===== src/rtl/genius_pkg.sv =====
// ---------------------------------------------------------------------------
// genius_pkg
// Shared definitions for the Genius game datapath: the 2-bit number code used
// by the sequence ROM, the verifier and the button event generator, plus the
// state type of the one-entry press buffer.
// No ports (package).
// ---------------------------------------------------------------------------
package genius_pkg;

    localparam int BTN_CODE_W = 2;

    localparam logic [BTN_CODE_W-1:0] NUM_ZERO = 2'd0;
    localparam logic [BTN_CODE_W-1:0] NUM_ONE  = 2'd1;
    localparam logic [BTN_CODE_W-1:0] NUM_TWO  = 2'd2;

    typedef enum logic {
        BUF_EMPTY = 1'b0,
        BUF_FULL  = 1'b1
    } buf_state_t;

    // Button index to the number code the sequence ROM stores.
    function automatic logic [BTN_CODE_W-1:0] index_to_code(input int idx);
        case (idx)
            0:       return NUM_ZERO;
            1:       return NUM_ONE;
            2:       return NUM_TWO;
            default: return BTN_CODE_W'(idx);
        endcase
    endfunction

endpackage


===== src/rtl/btn_debouncer.sv =====
// ---------------------------------------------------------------------------
// btn_debouncer
// One button: 2-flop synchronizer, stability filter and press-edge detect.
// Ports:
//   clock    in   system clock
//   reset    in   asynchronous, active-low reset
//   btn_raw  in   raw, unsynchronized pad
//   level    out  debounced, active-high button level
//   press    out  one-cycle pulse, high in the cycle the level is about to
//                 go 0->1 (coincides with the edge that updates level)
// ---------------------------------------------------------------------------
module btn_debouncer #(
    parameter int DEBOUNCE_CYCLES = 500000,
    parameter int ACTIVE_LOW      = 1
) (
    input  logic clock,
    input  logic reset,
    input  logic btn_raw,
    output logic level,
    output logic press
);

    localparam int CNT_W = $clog2(DEBOUNCE_CYCLES);
    localparam logic [CNT_W-1:0] CNT_LAST = CNT_W'(DEBOUNCE_CYCLES - 1);
    localparam logic POL = (ACTIVE_LOW != 0);

    logic             pad_active;
    logic             sync_1;
    logic             sync_2;
    logic             stable_q;
    logic [CNT_W-1:0] count_q;
    logic             settle;

    // The polarity fix is a constant inversion, so it is applied ahead of the
    // synchronizer; that way a reset value of 0 in the flops means "released"
    // and no phantom transition is seen after reset.
    assign pad_active = btn_raw ^ POL;

    // Two-flop synchronizer for the asynchronous pad.
    always_ff @(posedge clock or negedge reset) begin
        if (!reset) begin
            sync_1 <= 1'b0;
            sync_2 <= 1'b0;
        end else begin
            sync_1 <= pad_active;
            sync_2 <= sync_1;
        end
    end

    assign settle = (sync_2 != stable_q) && (count_q == CNT_LAST);

    // Stability filter: the counter only runs while the synchronized level
    // disagrees with the accepted one and is cleared on any agreement, so a
    // bounce restarts the wait. It never passes CNT_LAST, so it cannot wrap.
    always_ff @(posedge clock or negedge reset) begin
        if (!reset) begin
            stable_q <= 1'b0;
            count_q  <= '0;
        end else if (sync_2 == stable_q) begin
            count_q <= '0;
        end else if (settle) begin
            stable_q <= sync_2;
            count_q  <= '0;
        end else begin
            count_q <= count_q + 1'b1;
        end
    end

    assign level = stable_q;
    assign press = settle & sync_2;

endmodule


===== src/rtl/btn_event_gen.sv =====
// ---------------------------------------------------------------------------
// btn_event_gen
// Turns the raw Genius push-buttons into one event per press, buffered in a
// single-entry valid/ready slot for the game FSM.
// Ports:
//   clock          in   system clock
//   reset          in   asynchronous, active-low reset
//   btn_raw        in   raw button pads [N_BTN]
//   enable         in   new presses may be loaded
//   press_ready    in   consumer takes the pending event this cycle
//   clear_overrun  in   synchronous clear of overrun
//   press_valid    out  event pending
//   press_code     out  number code of the pressed button
//   press_onehot   out  one-hot of the pressed button [N_BTN]
//   btn_level      out  debounced active-high levels [N_BTN]
//   overrun        out  sticky: a press was dropped
// Build option: define BTN_EVT_LOCKOUT_EN to ignore all presses after a
// loaded one until every button is released (anti-chording, no overrun).
// ---------------------------------------------------------------------------
module btn_event_gen
    import genius_pkg::*;
#(
    parameter int N_BTN           = 3,
    parameter int DEBOUNCE_CYCLES = 500000,
    parameter int BTN_ACTIVE_LOW  = 1
) (
    input  logic                  clock,
    input  logic                  reset,
    input  logic [N_BTN-1:0]      btn_raw,
    input  logic                  enable,
    input  logic                  press_ready,
    input  logic                  clear_overrun,
    output logic                  press_valid,
    output logic [BTN_CODE_W-1:0] press_code,
    output logic [N_BTN-1:0]      press_onehot,
    output logic [N_BTN-1:0]      btn_level,
    output logic                  overrun
);

    buf_state_t            state_q;
    buf_state_t            state_d;
    logic [N_BTN-1:0]      press_vec;
    logic [N_BTN-1:0]      eff_press;
    logic                  multi;
    logic                  chord_drop;
    logic                  load;
    logic                  ovr_set;
    logic [BTN_CODE_W-1:0] first_code;
    logic [N_BTN-1:0]      first_onehot;

    for (genvar i = 0; i < N_BTN; i++) begin : g_btn
        btn_debouncer #(
            .DEBOUNCE_CYCLES(DEBOUNCE_CYCLES),
            .ACTIVE_LOW     (BTN_ACTIVE_LOW)
        ) u_deb (
            .clock  (clock),
            .reset  (reset),
            .btn_raw(btn_raw[i]),
            .level  (btn_level[i]),
            .press  (press_vec[i])
        );
    end

    assign multi = |(eff_press & (eff_press - N_BTN'(1)));

`ifdef BTN_EVT_LOCKOUT_EN
    logic lock_q;

    // Lockout arms on every load and disarms only once all buttons read
    // released; presses seen in between are simply ignored.
    always_ff @(posedge clock or negedge reset) begin
        if (!reset) begin
            lock_q <= 1'b0;
        end else if (load) begin
            lock_q <= 1'b1;
        end else if (btn_level == '0) begin
            lock_q <= 1'b0;
        end
    end

    assign eff_press  = lock_q ? '0 : press_vec;
    assign chord_drop = 1'b0;
`else
    assign eff_press  = press_vec;
    assign chord_drop = multi;
`endif

    // Priority encode: scanning downward leaves the lowest pressed index.
    always_comb begin
        first_code   = '0;
        first_onehot = '0;
        for (int i = N_BTN - 1; i >= 0; i--) begin
            if (eff_press[i]) begin
                first_code   = index_to_code(i);
                first_onehot = N_BTN'(1) << i;
            end
        end
    end

    // Buffer FSM next state. A handshake frees the slot in the same cycle,
    // so a press arriving with the handshake reloads without a bubble.
    // enable gates presses before any overrun decision, so presses while
    // disabled vanish silently.
    always_comb begin
        state_d = state_q;
        load    = 1'b0;
        ovr_set = 1'b0;
        if (state_q == BUF_FULL && press_ready) begin
            state_d = BUF_EMPTY;
        end
        if (enable && (eff_press != '0)) begin
            if (state_q == BUF_EMPTY || press_ready) begin
                load    = 1'b1;
                state_d = BUF_FULL;
                ovr_set = chord_drop;
            end else begin
                ovr_set = 1'b1;
            end
        end
    end

    // State, held event payload and the sticky overrun flag; a new drop
    // outranks a clear in the same cycle.
    always_ff @(posedge clock or negedge reset) begin
        if (!reset) begin
            state_q      <= BUF_EMPTY;
            press_code   <= '0;
            press_onehot <= '0;
            overrun      <= 1'b0;
        end else begin
            state_q <= state_d;
            if (load) begin
                press_code   <= first_code;
                press_onehot <= first_onehot;
            end
            if (ovr_set) begin
                overrun <= 1'b1;
            end else if (clear_overrun) begin
                overrun <= 1'b0;
            end
        end
    end

    assign press_valid = (state_q == BUF_FULL);

endmodule


===== config.mk =====
export PLATFORM = sky130hd
export DESIGN_NAME = btn_event_gen
export DESIGN_NICKNAME = d
export VERILOG_FILES = /design/src/rtl/genius_pkg.sv /design/src/rtl/btn_debouncer.sv /design/src/rtl/btn_event_gen.sv
export SDC_FILE = /design/constraint.sdc
export NUM_CORES = 1
export LEC_CHECK = 0
export ABC_AREA = 0
export ABC_CLOCK_PERIOD_IN_PS = 2500
export CAP_MARGIN = 40
export CORE_UTILIZATION = 25
export CTS_CLUSTER_SIZE = 12
export DETAILED_ROUTE_END_ITERATION = 8
export SYNTH_ARGS = -nofsm -noshare
export SYNTH_HDL_FRONTEND = slang
export SYNTH_SLANG_ARGS = --single-unit

===== constraint.sdc =====
create_clock -name clock -period 2.5 [get_ports clock]
set_input_delay 0.5 -clock clock [delete_from_list [all_inputs] [get_ports clock]]
set_output_delay 0.5 -clock clock [all_outputs]
set_load 0.02 [all_outputs]

# After elaboration in Yosys (flattened, before gate mapping)
# Index checks and enable logic that the tools add are counted.
# classes
addsub	4
eq_ne	9
muxes	21
n_bitwise	11
n_reduce_logical	12
# op_table
cell	count
two-way mux 19 bit	6
adder 19 x 1 -> 19 bit (second input constant)	3
equality test 19 bit (second input constant)	3
two-way mux 1 bit	9
two-way mux 3 bit	3
inverter 1 bit	7
two-way mux 2 bit	3
AND reduction 2 bit	3
logical AND 1 bit	5
bitwise AND 1 bit	3
bitwise AND 3 bit	1
equality test 1 bit	3
inequality test 1 bit	3
nonzero test 3 bit	1
OR reduction 3 bit	1
subtractor 3 x 1 -> 3 bit (second input constant)	1
nonzero test 2 bit	1
logical OR 1 bit	1
# totals
reg_bits	73
input_bits	8
out_inout_bits	10
wordCells	73

# Depth between registers and ports, before layout
# Gate-level depths: netlist of run 1.
# depth
ltp_word	9
ltp_mapped	7
depth_no_buf	6

# Modules after synthesis
# From an unflattened synthesis of run 1, not the netlist that was laid out.
# unflattened
cells_unflattened	333
hier_area_um2	3565.9
# modules_own_cells
module	instances	cells_per_inst	area_per_inst_um2	seq_area_each_um2
btn_debouncer	3	102	1102.3	550.5
btn_event_gen	1	27	259.0	125.1

# Least setup slack after synthesis of run 1
# OpenSTA, ideal clock, no wires.
# synth_path
kind	register -> register
startpoint	register g_btn[2].u_deb.count_q[0]
endpoint	register press_onehot[0]
setup_time_ns	0.118
arrival_time_ns	1.679
required_ns	2.382
slack_ns	0.703
stages_incl_launch_ff	7
path_buffers	0
period_less_slack_ns	1.797
cell_sequence	dfrtp_1 ha_1 nand4_2 or4_1 nor2_1 o21ai_2 a21o_1
# synth_between
elab_chain_len	6
# synth_lines
element	line	text
start: declaration	btn_debouncer.sv:31	logic [CNT_W-1:0] count_q;
start signal: assignment	btn_debouncer.sv:65	count_q <= count_q + 1'b1;
equality test 19 bit	btn_debouncer.sv:50	assign settle = (sync_2 != stable_q) && (count_q == CNT_LAST);
logical AND 1 bit	btn_debouncer.sv:50	
bitwise AND 1 bit	btn_debouncer.sv:70	assign press = settle & sync_2;
nonzero test 3 bit	btn_event_gen.sv:111	if (enable && (eff_press != '0)) begin
logical AND 1 bit	btn_event_gen.sv:111	
two-way mux 1 bit	btn_event_gen.sv:111	
end signal: assignment	btn_event_gen.sv:134	press_onehot <= first_onehot;
end: declaration	btn_event_gen.sv:35	output logic [N_BTN-1:0] press_onehot,
# No other way between the ends.
# A chain may end at the register's enable or synchronous reset.

# Worst setup path in the final report of run 1
# Same ends and word-level chain as after synthesis.

==> flow_metrics.tcl, run 1 <==
set metrics [dict create \
    grt_pass1_wl_mm 11.5 \
    synth_edf_count 0 \
    arrival_ns 2.18 \
    ios 18 \
    skew_ns 0.00660 \
    tightest_slew_ns 0.696 \
    setup_violations 0 \
    yosysWarningCount 0 \
    worstPathRequired_ns 2.72 \
    nNetsFinal 373 \
    cts_made_buffers 9 \
    holdBufCountCts 0 \
    die_area_sq_um 14400 \
    r2r_start "g_btn[2].u_deb.count_q[0]$_DFF_PN0_" \
    die_h_um 120 \
    track_usage_pct 10.1 \
    area_growth_pct 17.6 \
    cts_sinks 71 \
    critPathBufInv 0 \
    fillCellCount 1378 \
    path_clk_slew_ns 0.06 \
    cp_slowest_cell "or4_1" \
    min_path_type "in2async" \
    slowest_delay_ns 0.53 \
    gp_congestion 0.755 \
    crit_family "simple AND/OR/NAND/NOR gates" \
    status "finished, final reports clean" \
    yosys.area_share.simple_pct 27.4 \
    dpl_cell_area_sq_um 3800 \
    avgSynthCellArea_sq_um 10.1 \
    synthMuxAreaShare_pct 0.973 \
    final_core_util_pct 30.5 \
    powerDensity_nw_per_um2 597 \
    wl_per_cell_um 11.9 \
    setup-tns-final_ns 0 \
    rr_worst_depth 6 \
    diodes 0 \
    first_pass_iters 4 \
    antenna_found_initial 0 \
    p_leak_uw 0.00171 \
    die_x_um 120 \
    postCtsSetupBuffers 0 \
    total_power_uw 2440 \
    criticalPathCategory "reg2reg" \
    slew_violations 0 \
    clk_latency_ns 0.33 \
    cp_max_fo 5 \
    synth_top_cell_by_area "dfrtp_1" \
    ys_seq_area_share_pct 51.2 \
    first_iter_violations 149 \
    netlist_instances 345 \
    synth_area_leaders "dfrtp_1, nor2_1, xor2_1" \
    max_cap_violations 0 \
    final_area_sq_um 4080 \
    hpwlAfterDp_mm 4.62 \
    r2r_slack_ns 0.53 \
    synthAdderAreaFrac_pct 1.08 \
    post-route-drc-count 0 \
    grt_max_degree 45 \
    synth-compound-area-share_pct 2.41 \
    overflow 0 \
    rsz0062_at_grt "false" \
    synth_top_family_by_area "simple AND/OR/NAND/NOR gates" \
    ir_drop_mv 0.403 \
    synth_nets 356 \
    slew_headroom_pct 53.2 \
    rows 42 \
    io_buffers 17 \
    ant_nets 0 \
    drt-total-wl_mm 6.48 \
    finalCriticalPeriod_ns 1.97 \
    end_kind "flop" \
    core_sq_um 13400 \
    cts_buffer_depth 2 \
    grt_pass1_vias 2420 \
    cts_max_level 3 \
    cts_resized 0 \
    clock-root-buffer "clkbuf_16" \
    period_share_pct 78.6 \
    ys_seq_elements 71 \
    syn_area_sq_um 3470 \
    tritoncts "done" \
    max_clock_freq_mhz 509 \
    initial_core_util_pct 25.9 \
    ys_types 49 \
    synthFlopType "dfrtp_1" \
    hold_viol 0 \
    synth_top_area_share_pct 51.2 \
    crit_chain "ha_1 > nand4_2 > or4_1 > nor2_1 > o21ai_2 > a21o_1" \
    yosys.area_share.xor_xnor_pct 13.4 \
    timing.rr.end "press_onehot[0]$_DFFE_PN0P_" \
    drive_gt1_share_pct 8.99 \
    async_flop_share_pct 100 \
    via_count 2365 \
    avgViaCountPerCell 4.36 \
    start_kind "flop" \
]
[worst reg2reg max path, cell delays in order, from the launching register on]
cell and delay, ns:
dfrtp_1 0.38, ha_1 0.23, nand4_2 0.17, or4_1 0.53, nor2_1 0.27, o21ai_2 0.10, a21o_1 0.18
[layer usage]
metal / part of all wire [%] / track usage [%] / vias up
met5: 0 / 0 / -
li1: - / - / 1199
met4: 1.1 / 3.28 / 0
met1: 50 / 13.3 / 1130
met2: 45 / 16.0 / 27
met3: 3.7 / 3.04 / 9
[metrics by stage]
stage	setup slack [ns]	std cells	hold WS, ns
5_1_grt	0.380	543	0.263
6_report	0.534	543	0.205
3_5_place_dp	0.536	527	0.338
2_1_floorplan	0.703	345	0.204
4_1_cts	0.535	543	0.228
3_3_place_gp	0.598	527	0.338
[synth_stat cells, drive strengths merged, types with 2 or more instances]
cell / n
inv: 11
nand3: 18
nor3b: 2
nand2: 25
nor2b: 4
and4: 7
dfrtp: 71
ha: 3
and2: 2
clkbuf: 4
mux2: 3
or2: 3
nor2: 67
o21ai: 2
or4: 2
nand2b: 2
o22ai: 2
nand4: 15
xnor2: 25
a21oi: 2
buf: 9
xor2: 28
and3: 10
nor4b: 2
nor3: 4
nor4: 7
nor4bb: 4
[sequential cells by signal (all words and copies together) (netlist names)]
signal,flops
g_btn.u_deb.sync_2,3
g_btn.u_deb.level,3
g_btn.u_deb.sync_1,3
g_btn.u_deb.count_q,57
press_code,2
press_valid,1
overrun,1
press_onehot,1
[cell families after synthesis]
| family | after synthesis |
|---|---|
| buf+inv | 24 |
| simple gates | 180 |
| mux | 3 |
| fa+ha+maj | 3 |
| compound gates | 11 |
| flops | 71 |
| xor+xnor | 53 |
[how the worst max path moves through the flow]
stage	start	to	depth (start not counted)	slack, ns
after floorplan	g_btn[2].u_deb.count_q[0]$_DFF_PN0_	press_onehot[0]$_DFFE_PN0P_	6	0.70
after global placement	g_btn[2].u_deb.count_q[0]$_DFF_PN0_	press_code[0]$_DFFE_PN0P_	6	0.60
after detailed placement	g_btn[2].u_deb.count_q[0]$_DFF_PN0_	press_onehot[0]$_DFFE_PN0P_	6	0.54
after CTS	g_btn[2].u_deb.count_q[0]$_DFF_PN0_	press_onehot[0]$_DFFE_PN0P_	6	0.54
after global routing	g_btn[2].u_deb.count_q[0]$_DFF_PN0_	press_onehot[0]$_DFFE_PN0P_	6	0.38
final	g_btn[2].u_deb.count_q[0]$_DFF_PN0_	press_onehot[0]$_DFFE_PN0P_	6	0.53
[cell type report]
class / instances / area, sq um / area share [%]
clock buffer: 10 / 239 / 5.85
clock inverter: 6 / 43.8 / 1.07
inverter: 11 / 41.3 / 1.01
multi-input combinational: 250 / 1570 / 38.4
sequential: 71 / 1780 / 43.5
tap: 176 / 220 / 5.39
timing repair buffer: 19 / 193 / 4.72
[power by group]
part           switching (uW)  total, uW  internal (uW)
logic                    52.4       81.4           29.0
registers                14.4       1180           1170
clock network             476       1180            699
total                     543       2440           1890
[placed cells by master (no fill, tap or decap), types with 2 or more instances in the layout]
cell type	count
a21oi_1	2
and3_1	10
and4_1	7
clkbuf_16	9
clkdlybuf4s50_1	16
clkinvlp_4	4
dfrtp_1	71
ha_1	3
inv_1	11
mux2_2	2
nand2_1	24
nand2b_1	2
nand3_1	18
nand4_1	14
nor2_1	67
nor2b_1	4
nor3_1	3
nor3b_1	2
nor4_1	7
nor4b_1	2
nor4bb_1	4
or2_2	2
xnor2_1	25
xor2_1	28
No activity file was read; power rests on OpenSTA's default activity.
==> run 2: changes to the inputs <==
- ABC_CLOCK_PERIOD_IN_PS: 2500 -> 2000
- clock period: 2.5 -> 2 ns (I/O delays scaled with it)
==> run 2 against run 1 <==
Against the previous run: global-route usage grew 0.33 points; via count grew 2.1%; total power grew 40%; highest routed layer unchanged; die area is the same; maximum frequency grew 4.3%; worst setup slack lost 0.42 ns.
==> flow_metrics.tcl, run 2 (synthesis gave the netlist of run 1 again) <==
set metrics [dict create \
    status "finished, final reports clean" \
    track_usage_pct 10.5 \
    largest_reg_flops 57 \
    max_clock_freq_mhz 531 \
    final_common_cell "dfrtp_1" \
    first_iter_violations 140 \
    io_buffers 17 \
    via_count 2414 \
    overflow 0 \
    grt_pass1_vias 2573 \
    core_sq_um 13400 \
    drt-total-wl_mm 6.70 \
    arrival_ns 2.10 \
    slew_violations 0 \
    avgViaCountPerCell 4.38 \
    post-route-drc-count 0 \
    gp_congestion 0.776 \
    cp_slowest_cell "or4_1" \
    crit_chain "ha_1 > nand4_2 > or4_1 > nor2_1 > o21ai_2 > a21o_1" \
    rr_worst_depth 6 \
    cts_max_level 3 \
    cp_max_fo 4 \
    slowest_delay_ns 0.50 \
    hpwlAfterDp_mm 4.88 \
    fillCellCount 1382 \
    path_clk_slew_ns 0.06 \
    min_path_type "in2async" \
    tightest_slew_ns 0.497 \
    diodes 0 \
    slew_headroom_pct 66.8 \
    drive_gt1_share_pct 11.2 \
    rsz0062_at_grt "true" \
    cts_sinks 71 \
    r2r_start "g_btn[2].u_deb.count_q[0]$_DFF_PN0_" \
    antenna_found_initial 0 \
    total_power_uw 3400 \
    max_cap_violations 0 \
    die_h_um 120 \
    area_growth_pct 21.4 \
    first_pass_iters 4 \
    r2r_slack_ns 0.12 \
    period_share_pct 94.2 \
    grt_pass1_wl_mm 11.9 \
    die_area_sq_um 14400 \
    start_kind "flop" \
    cts_made_buffers 9 \
    worstPathRequired_ns 2.21 \
    end_kind "flop" \
    clk_latency_ns 0.33 \
    nNetsFinal 381 \
    clock-root-buffer "clkbuf_16" \
    timing.rr.end "press_onehot[0]$_DFFE_PN0P_" \
    wl_per_cell_um 12.2 \
    grt_max_degree 25 \
    hold_viol 0 \
    tritoncts "done" \
    final_core_util_pct 31.4 \
    p_leak_uw 0.00179 \
    powerDensity_nw_per_um2 807 \
    setup_violations 0 \
    holdBufCountCts 0 \
    skew_ns 0.00838 \
    cts_buffer_depth 2 \
    layout_common_cells "dfrtp_1, nor2_1, xor2_1" \
    ios 18 \
    initial_core_util_pct 25.9 \
    die_x_um 120 \
    ant_nets 0 \
    ir_drop_mv 0.477 \
    finalCriticalPeriod_ns 1.88 \
    rows 42 \
    top_register "g_btn.u_deb.count_q" \
    criticalPathCategory "reg2reg" \
]
run 2: changes by cell type in the layout (fill, tap and decap cells not counted), sizes merged:
cell,change
clkbuf,-1
bufinv,+3
clkinv,+1
buf,+8
clkinvlp,-3
run 2: per-layer routing:
layer | vias up | wire, um | track usage (%)
met2 | 29 | 3030 | 16.5
met4 | 0 | 101 | 3.52
met3 | 8 | 219 | 2.90
met1 | 1166 | 3350 | 13.8
met5 | - | 0 | 0
li1 | 1211 | - | -
run 2: critical path: cells and delay by family (launching register included):
family | cells | cell delay [ns]
compound gates | 2 | 0.29
fa+ha+maj | 1 | 0.24
flops | 1 | 0.38
simple gates | 3 | 0.88
run 2: power by group:
group / switching (uW) / leakage, uW / total, uW / internal, uW
combinational: 67.8 / 0.000650 / 109 / 40.8
sequential: 17.9 / 0.000971 / 1480 / 1460
clock: 595 / 0.000166 / 1820 / 1220
run 2: cell type report:
cell class / count / area [sq um] / share of cell area (%)
inverters: 11 / 41.3 / 0.980
multi-input cells: 250 / 1580 / 37.4
clock inverters: 7 / 120 / 2.85
repair buffers: 27 / 253 / 6.00
flip-flops and latches: 71 / 1780 / 42.2
well taps: 176 / 220 / 5.23
clock buffers: 9 / 225 / 5.34
run 2: how the worst max path moves through the flow:
stage	cells after the start	slack (ns)	to	startpoint
2_1_floorplan	6	0.20	press_onehot[0]$_DFFE_PN0P_	g_btn[2].u_deb.count_q[0]$_DFF_PN0_
3_3_place_gp	5	0.11	g_btn[2].u_deb.count_q[17]$_DFF_PN0_	g_btn[2].u_deb.count_q[11]$_DFF_PN0_
3_5_place_dp	6	0.11	press_onehot[0]$_DFFE_PN0P_	g_btn[2].u_deb.count_q[0]$_DFF_PN0_
4_1_cts	6	0.10	press_onehot[0]$_DFFE_PN0P_	g_btn[2].u_deb.count_q[0]$_DFF_PN0_
5_1_grt	6	-0.03	press_code[0]$_DFFE_PN0P_	g_btn[2].u_deb.count_q[0]$_DFF_PN0_
6_report	6	0.12	press_onehot[0]$_DFFE_PN0P_	g_btn[2].u_deb.count_q[0]$_DFF_PN0_
run 2: timing repair:
item / CTS / global route
setup endpoints to repair: 0 / 21
buffers inserted: 0 / 0
gates resized for setup: 0 / 2
run 2: per-stage QoR:
step	setup TNS (ns)	std cells	setup WS (ns)	cell area, sq um	hold slack (ns)
detailed placement	0	535	0.112	3860	0.336
finish	0	551	0.116	4210	0.0389
global route	-0.0418	551	-0.0254	4210	0.0710
global placement	0	535	0.115	3860	0.339
CTS	0	551	0.103	4210	0.0547
floorplan	0	345	0.203	3470	0.104
